### config.mk
export PLATFORM = sky130hd
export DESIGN_NAME = trivium_keystream_core
export DESIGN_NICKNAME = d
export VERILOG_FILES = /design/src/rtl/trivium_pkg.sv /design/src/rtl/trivium_byte_packer.sv /design/src/rtl/trivium_keystream_core.sv
export SDC_FILE = /design/constraint.sdc
export NUM_CORES = 1
export LEC_CHECK = 0
export ABC_AREA = 1
export CORE_UTILIZATION = 53
export CTS_BUF_LIST = sky130_fd_sc_hd__clkbuf_2
export CTS_CLUSTER_SIZE = 16
export DETAILED_ROUTE_END_ITERATION = 12
export GPL_TIMING_DRIVEN = 1
export HOLD_SLACK_MARGIN = 0.12
export PLACE_DENSITY = 0.76
export SLEW_MARGIN = 20
export SYNTH_ARGS = -nofsm -noshare
export SYNTH_HDL_FRONTEND = slang
export SYNTH_SLANG_ARGS = --single-unit
### constraint.sdc
create_clock -name clk -period 5.5 [get_ports clk]
set_clock_uncertainty 0.1 [all_clocks]
set_input_delay 1.1 -clock clk [delete_from_list [all_inputs] [get_ports clk]]
set_output_delay 1.1 -clock clk [all_outputs]
set_load 0.005 [all_outputs]
### src/rtl/trivium_pkg.sv
// Shared definitions for the Trivium keystream engine.
//   - State/key/IV widths and the tap positions of the three shift registers
//     (1-based, in the cipher's own s1..s288 numbering).
//   - FSM state enum.
//   - trivium_load(): builds the 288-bit initial state from key and IV.
//   - trivium_update(): one state update, returning the next state and z.
// State vector layout: bit (n-1) holds cipher bit s<n>, so s1 is bit 0.
package trivium_pkg;

  localparam int STATE_W = 288;
  localparam int KEY_W   = 80;
  localparam int IV_W    = 80;

  // Register A (s1..s93)
  localparam int TAP_A_OUT  = 66;
  localparam int TAP_A_END  = 93;
  localparam int TAP_A_AND0 = 91;
  localparam int TAP_A_AND1 = 92;
  localparam int TAP_A_FB   = 171;
  // Register B (s94..s177)
  localparam int TAP_B_OUT  = 162;
  localparam int TAP_B_END  = 177;
  localparam int TAP_B_AND0 = 175;
  localparam int TAP_B_AND1 = 176;
  localparam int TAP_B_FB   = 264;
  // Register C (s178..s288)
  localparam int TAP_C_OUT  = 243;
  localparam int TAP_C_END  = 288;
  localparam int TAP_C_AND0 = 286;
  localparam int TAP_C_AND1 = 287;
  localparam int TAP_C_FB   = 69;

  typedef enum logic [1:0] {
    IDLE   = 2'd0,
    WARMUP = 2'd1,
    RUN    = 2'd2
  } fsm_e;

  typedef struct packed {
    logic [STATE_W-1:0] s;
    logic               z;
  } step_t;

  // Fetch cipher bit s<n> (1-based) from the packed state.
  function automatic logic tap(input logic [STATE_W-1:0] s, input int n);
    return s[n-1];
  endfunction

  // K1 is key[79], so the key lands bit-reversed in s1..s80; likewise IV in s94..s173.
  function automatic logic [STATE_W-1:0] trivium_load(input logic [KEY_W-1:0] key,
                                                      input logic [IV_W-1:0]  iv);
    logic [STATE_W-1:0] s;
    s = '0;
    for (int i = 0; i < KEY_W; i++) s[i] = key[KEY_W-1-i];
    for (int i = 0; i < IV_W; i++) s[TAP_A_END+i] = iv[IV_W-1-i];
    s[STATE_W-1 -: 3] = 3'b111;
    return s;
  endfunction

  function automatic step_t trivium_update(input logic [STATE_W-1:0] s);
    step_t r;
    logic  t1, t2, t3;
    t1  = tap(s, TAP_A_OUT) ^ tap(s, TAP_A_END);
    t2  = tap(s, TAP_B_OUT) ^ tap(s, TAP_B_END);
    t3  = tap(s, TAP_C_OUT) ^ tap(s, TAP_C_END);
    r.z = t1 ^ t2 ^ t3;
    t1  = t1 ^ (tap(s, TAP_A_AND0) & tap(s, TAP_A_AND1)) ^ tap(s, TAP_A_FB);
    t2  = t2 ^ (tap(s, TAP_B_AND0) & tap(s, TAP_B_AND1)) ^ tap(s, TAP_B_FB);
    t3  = t3 ^ (tap(s, TAP_C_AND0) & tap(s, TAP_C_AND1)) ^ tap(s, TAP_C_FB);
    // Each register shifts toward higher indices; its feedback enters at its first bit.
    r.s = {s[286:177], t2, s[175:93], t1, s[91:0], t3};
    return r;
  endfunction

endpackage

### src/rtl/trivium_byte_packer.sv
// Packs keystream bits MSB-first into bytes behind a valid/ready output.
// Ports:
//   clk, rst_n     clock, asynchronous active-low reset
//   ena_i          global enable, low freezes all registers
//   clear_i        restart: drop partial byte and any pending output byte
//   bit_valid_i    a keystream bit is offered this cycle
//   bit_i          the offered keystream bit
//   bit_accept_o   the offered bit is taken (gates the cipher state update)
//   ks_valid_o     output byte available
//   ks_ready_i     consumer accepts the byte
//   ks_byte_o      output byte, bit 7 earliest
module trivium_byte_packer
  import trivium_pkg::*;
(
  input  logic       clk,
  input  logic       rst_n,
  input  logic       ena_i,
  input  logic       clear_i,
  input  logic       bit_valid_i,
  input  logic       bit_i,
  output logic       bit_accept_o,
  output logic       ks_valid_o,
  input  logic       ks_ready_i,
  output logic [7:0] ks_byte_o
);

  logic [7:0] asm_q, asm_d;
  logic [2:0] cnt_q, cnt_d;
  logic [7:0] byte_q, byte_d;
  logic       valid_q, valid_d;
  logic       last_bit;

  assign last_bit = (cnt_q == 3'd7);

  // The 8th bit may only be taken when the output register can receive it;
  // otherwise the whole cipher stalls so no bit is lost.
  assign bit_accept_o = bit_valid_i && !(last_bit && valid_q && !ks_ready_i);

  always_comb begin
    asm_d   = asm_q;
    cnt_d   = cnt_q;
    byte_d  = byte_q;
    valid_d = valid_q;
    if (clear_i) begin
      cnt_d   = 3'd0;
      valid_d = 1'b0;
    end else begin
      if (valid_q && ks_ready_i) valid_d = 1'b0;
      if (bit_accept_o) begin
        asm_d = {asm_q[6:0], bit_i};
        cnt_d = cnt_q + 3'd1;  // wraps 7 -> 0
        if (last_bit) begin
          byte_d  = {asm_q[6:0], bit_i};
          valid_d = 1'b1;      // overrides a same-cycle consume
        end
      end
    end
  end

  always_ff @(posedge clk or negedge rst_n) begin
    if (!rst_n) begin
      asm_q   <= '0;
      cnt_q   <= '0;
      byte_q  <= '0;
      valid_q <= 1'b0;
    end else if (ena_i) begin
      asm_q   <= asm_d;
      cnt_q   <= cnt_d;
      byte_q  <= byte_d;
      valid_q <= valid_d;
    end
  end

  assign ks_valid_o = valid_q;
  assign ks_byte_o  = byte_q;

endmodule

### src/rtl/trivium_keystream_core.sv
// Trivium keystream engine: loads key/IV on start, runs WARMUP_CYCLES blank
// updates, then emits keystream bytes on a valid/ready interface.
// Ports:
//   clk, rst_n   clock, asynchronous active-low reset
//   ena          global enable (low freezes everything)
//   start        load key/iv and begin warm-up (valid in any state)
//   key, iv      80-bit key and IV (bit 79 is K1 / IV1)
//   busy         warm-up in progress
//   ks_valid, ks_ready, ks_byte   keystream byte output handshake
module trivium_keystream_core
  import trivium_pkg::*;
#(
  parameter int WARMUP_CYCLES = 1152,
  parameter int CNT_W         = 11
) (
  input  logic             clk,
  input  logic             rst_n,
  input  logic             ena,
  input  logic             start,
  input  logic [KEY_W-1:0] key,
  input  logic [IV_W-1:0]  iv,
  output logic             busy,
  output logic             ks_valid,
  input  logic             ks_ready,
  output logic [7:0]       ks_byte
);

  fsm_e               fsm_q, fsm_d;
  logic [STATE_W-1:0] state_q, state_d;
  logic [CNT_W-1:0]   wcnt_q, wcnt_d;
  step_t              upd;
  logic               bit_accept;

  assign upd = trivium_update(state_q);

  always_comb begin
    fsm_d   = fsm_q;
    state_d = state_q;
    wcnt_d  = wcnt_q;
    if (start) begin
      state_d = trivium_load(key, iv);
      wcnt_d  = '0;
      fsm_d   = WARMUP;
    end else begin
      case (fsm_q)
        WARMUP: begin
          state_d = upd.s;
          if (wcnt_q == CNT_W'(WARMUP_CYCLES - 1)) begin
            fsm_d  = RUN;
            wcnt_d = '0;
          end else begin
            wcnt_d = wcnt_q + 1'b1;
          end
        end
        RUN: begin
          if (bit_accept) state_d = upd.s;
        end
        default: ;
      endcase
    end
  end

  always_ff @(posedge clk or negedge rst_n) begin
    if (!rst_n) begin
      fsm_q   <= IDLE;
      state_q <= '0;
      wcnt_q  <= '0;
    end else if (ena) begin
      fsm_q   <= fsm_d;
      state_q <= state_d;
      wcnt_q  <= wcnt_d;
    end
  end

  assign busy = (fsm_q == WARMUP);

  trivium_byte_packer u_packer (
    .clk          (clk),
    .rst_n        (rst_n),
    .ena_i        (ena),
    .clear_i      (start),
    .bit_valid_i  (fsm_q == RUN),
    .bit_i        (upd.z),
    .bit_accept_o (bit_accept),
    .ks_valid_o   (ks_valid),
    .ks_ready_i   (ks_ready),
    .ks_byte_o    (ks_byte)
  );

endmodule

==> summary.md <==
| Metric | Value |
|---|---|
| Worst setup margin | `2.26 ns` |
| ANT nets after route | `0` |
| #FFs+latches synth | `320` |
| Die area | `0.0273 mm2` |
| Outcome | `finished clean` |
| Hold Path Class | `reg -> reg` |
| Maximum VDD drop | `201 uV` |
| Number of enable flip-flop cells after synthesis | `0` |
| Clock latency on the worst-skew pair | `0.83 ns` |
| Fillcell total | `2145` |
| Synth unique cells | `36` |
| CP Class | `in -> reg` |
| Switching power | `1.76 mW` |
| First-pass GRT wire length | `45.6 mm` |
| Combinational share of power | `0.214` |
| Gr usage total | `0.205` |
| Power share of the clock group | `0.259` |
| Top cells by count, synth | `dfrtp_1 (320), inv_1 (305), nand2_1 (245), o211ai_1 (154), o22ai_1 (122)` |
| Mapped Avg Cell Area | `9.32 um2` |
| Async SR Flop Fraction | `1.00` |
| Placed inst area | `0.0158 mm2` |
| Slew Viols, Final | `0` |
| Max-Cap Viols | `0` |
| # port buffers | `174` |
| Cell with the most instances after synthesis | `dfrtp_1` |
| Starting Density | `0.542` |
| Clock transition at path regs | `0.10 ns` |
| Slew @ Worst Pin | `0.888 ns` |
| Total number of vias | `10576` |
| Cell-internal power | `3.78 mW` |
| Final number of hold-violating endpoints | `0` |
| Sequential Power Share | `0.527` |
| Syn nets | `1682` |
| H-tree level count | `3` |
| Layout Utilization | `0.629` |
| Synthesis-to-finish area growth | `16.2%` |
| Final Instance Area | `0.0164 mm2` |
| Worst reg2reg path depth | `8` |
| Placed Cells | `1931` |
| Post-CTS sizing | `0` |
| Setup TNS | `0 ns` |
| First drt pass iteration count | `5` |
| Syn Inst Count | `1514` |
| Total grt overflow | `0` |
| Top FF cell, synth | `dfrtp_1` |
| Dpl ws | `1.43 ns` |
| Clock sinks | `320` |
| P_leak | `7.57 nW` |
| RSZ-0062 raised after global routing | `false` |
| YS warnings | `0` |
| Cell accounting for the most synthesized area | `dfrtp_1` |
| Row cnt | `59` |
| Reg2reg start | `u_packer.cnt_q[0]` |
| WL final | `27.5 mm` |
| Share of layout cells above drive strength 1 | `0.0853` |
| DRT iter0 DRCs | `859` |
| Sequential area share after synthesis | `0.567` |
| Non-Filler Instances | `2060` |
| Vias in the first global route | `10051` |
| Critical Path RT | `6.11 ns` |
| Gpl congestion | `0.752` |
| Crit. End Element | `register` |
| CP startpoint kind | `input port` |
| Hold Path End | `u_packer.ks_byte_o[7]` |
| I/O Pins | `175` |
| R2R Setup Slk | `2.85 ns` |
| WHS Path Cells | `2` |
| Worst Path Max Fanout | `127` |
| Num CTS Buffers | `81` |
| Min-delay src | `u_packer.asm_q[6]` |
| Vias per Instance | `5.13` |
| Post-CTS Hold Fix Bufs | `1` |
| Residual DRC count | `0` |
| # nets final | `1848` |
| HPWL after DPL | `17.1 mm` |
| Fmax | `0.308 GHz` |
| Relative slew slack | `0.408` |
| Initial antenna violation count | `1` |
| Switching Fraction | `0.317` |
| Setup bufs post-CTS | `0` |
| Share of the synthesized area in the top cell type | `0.567` |
| Die height | `165 um` |
| WL/cell | `13.4 um` |
| Reg2reg end | `state_q[82]` |
| Tmin final | `3.24 ns` |
| Netlist Area Pre-Place | `0.0141 mm2` |
| Critical Path AT | `3.85 ns` |
| Endpoints failing setup | `0` |
| Clock Tree Buf Depth | `3` |
| Core box area | `0.0261 mm2` |
| Crit path launch | `start` |
| CTS tree | `built` |
| PwrDens | `338 mW/mm2` |
| Synth area leaders | `dfrtp_1 (57%), o211ai_1 (8.2%), inv_1 (8.1%)` |
| Crit share post-route | `0.590` |
| Clk root buf | `clkbuf_2` |
| Die Span X | `165 um` |
| Largest net degree at the start of global routing | `200` |
-- critical path, stage by stage --
cell	delay [ns]
clkdlybuf4s50_1	0.83
inv_8	0.33
nand2_2	0.20
nand2_4	0.11
nand2_8	0.46
buf_12	0.42
o211ai_1	0.17
o21ai_0	0.12
-- through the flow --
step | hold slack [ns] | total power [mW]
after floorplan | 0.349 | 3.84
after global placement | 0.363 | 4.09
after detailed placement | 0.366 | 4.15
after CTS | 0.387 | 5.61
after global routing | 0.416 | 5.95
final | 0.382 | 5.54
-- cells by family after synthesis --
logic type / after synthesis / share of synthesized area
buffers and inverters: 408 / 0.130
adder cells (fa/ha/maj): 3 / 0.00266
XOR/XNOR: 10 / 0.00620
flip-flops: 320 / 0.567
AND/OR/NAND/NOR: 304 / 0.0868
multiplexers: 1 / 0.000709
AO/OA/AOI/OAI: 468 / 0.207
-- placed cells by master (no fill, tap or decap), types with 6 or more instances in the layout --
master / Yosys / layout
buf_12: 1 / 6
nand2_1: 245 / 245
nand3_1: 12 / 12
inv_1: 305 / 305
o21ai_1: 103 / 103
clkinv_1: 0 / 8
clkbuf_2: 0 / 116
xor2_1: 8 / 8
o22ai_1: 122 / 122
dfrtp_1: 320 / 320
o211ai_1: 154 / 154
clkdlybuf4s50_1: 0 / 173
nor2_1: 31 / 31
o21ai_0: 79 / 79
-- worst max path at each step --
stage | to | slack (ns) | cells past startpoint
after global routing | state_q[166] | 2.13 | 8
after global placement | state_q[223] | 1.54 | 7
after CTS | busy | 2.24 | 4
after detailed placement | state_q[224] | 1.43 | 7
final | state_q[166] | 2.26 | 8
after floorplan | state_q[165] | 3.29 | 7
-- registers in the layout, summed over array words and instances, names as in the netlist --
register             flops
fsm_q                    2
state_q                288
u_packer.asm_q           7
u_packer.cnt_q           3
u_packer.ks_byte_o       8
u_packer.ks_valid_o      1
wcnt_q                  11
-- area by class of cell --
type | count | area [um2] | area share
clock inverter | 11 | 42.5 | 0.00259
multi-input combinational | 786 | 4290 | 0.262
clock buffer | 116 | 581 | 0.0354
tap | 335 | 419 | 0.0256
timing repair buffer | 183 | 1890 | 0.115
sequential | 320 | 8010 | 0.488
inverter | 308 | 1160 | 0.0709
antenna | 1 | 2.50 | 0.000153
-- layer usage --
metal,global-route usage,vias up,share of wire,wire length [um]
li1,-,5341,-,-
met1,0.286,4939,0.46,12700
met2,0.307,236,0.46,12600
met3,0.0495,60,0.052,1420
met4,0.0884,0,0.027,752
met5,0,-,0,0
-- power by group through the flow --
stage	Clock [mW]	Sequential, mW	Combinational, mW
after floorplan	0	2.92	0.915
after global placement	0	2.95	1.15
after detailed placement	0	2.97	1.18
after CTS	1.49	2.92	1.20
after global routing	1.62	2.96	1.37
final	1.44	2.92	1.19
Power figures use the tool's default switching activity.
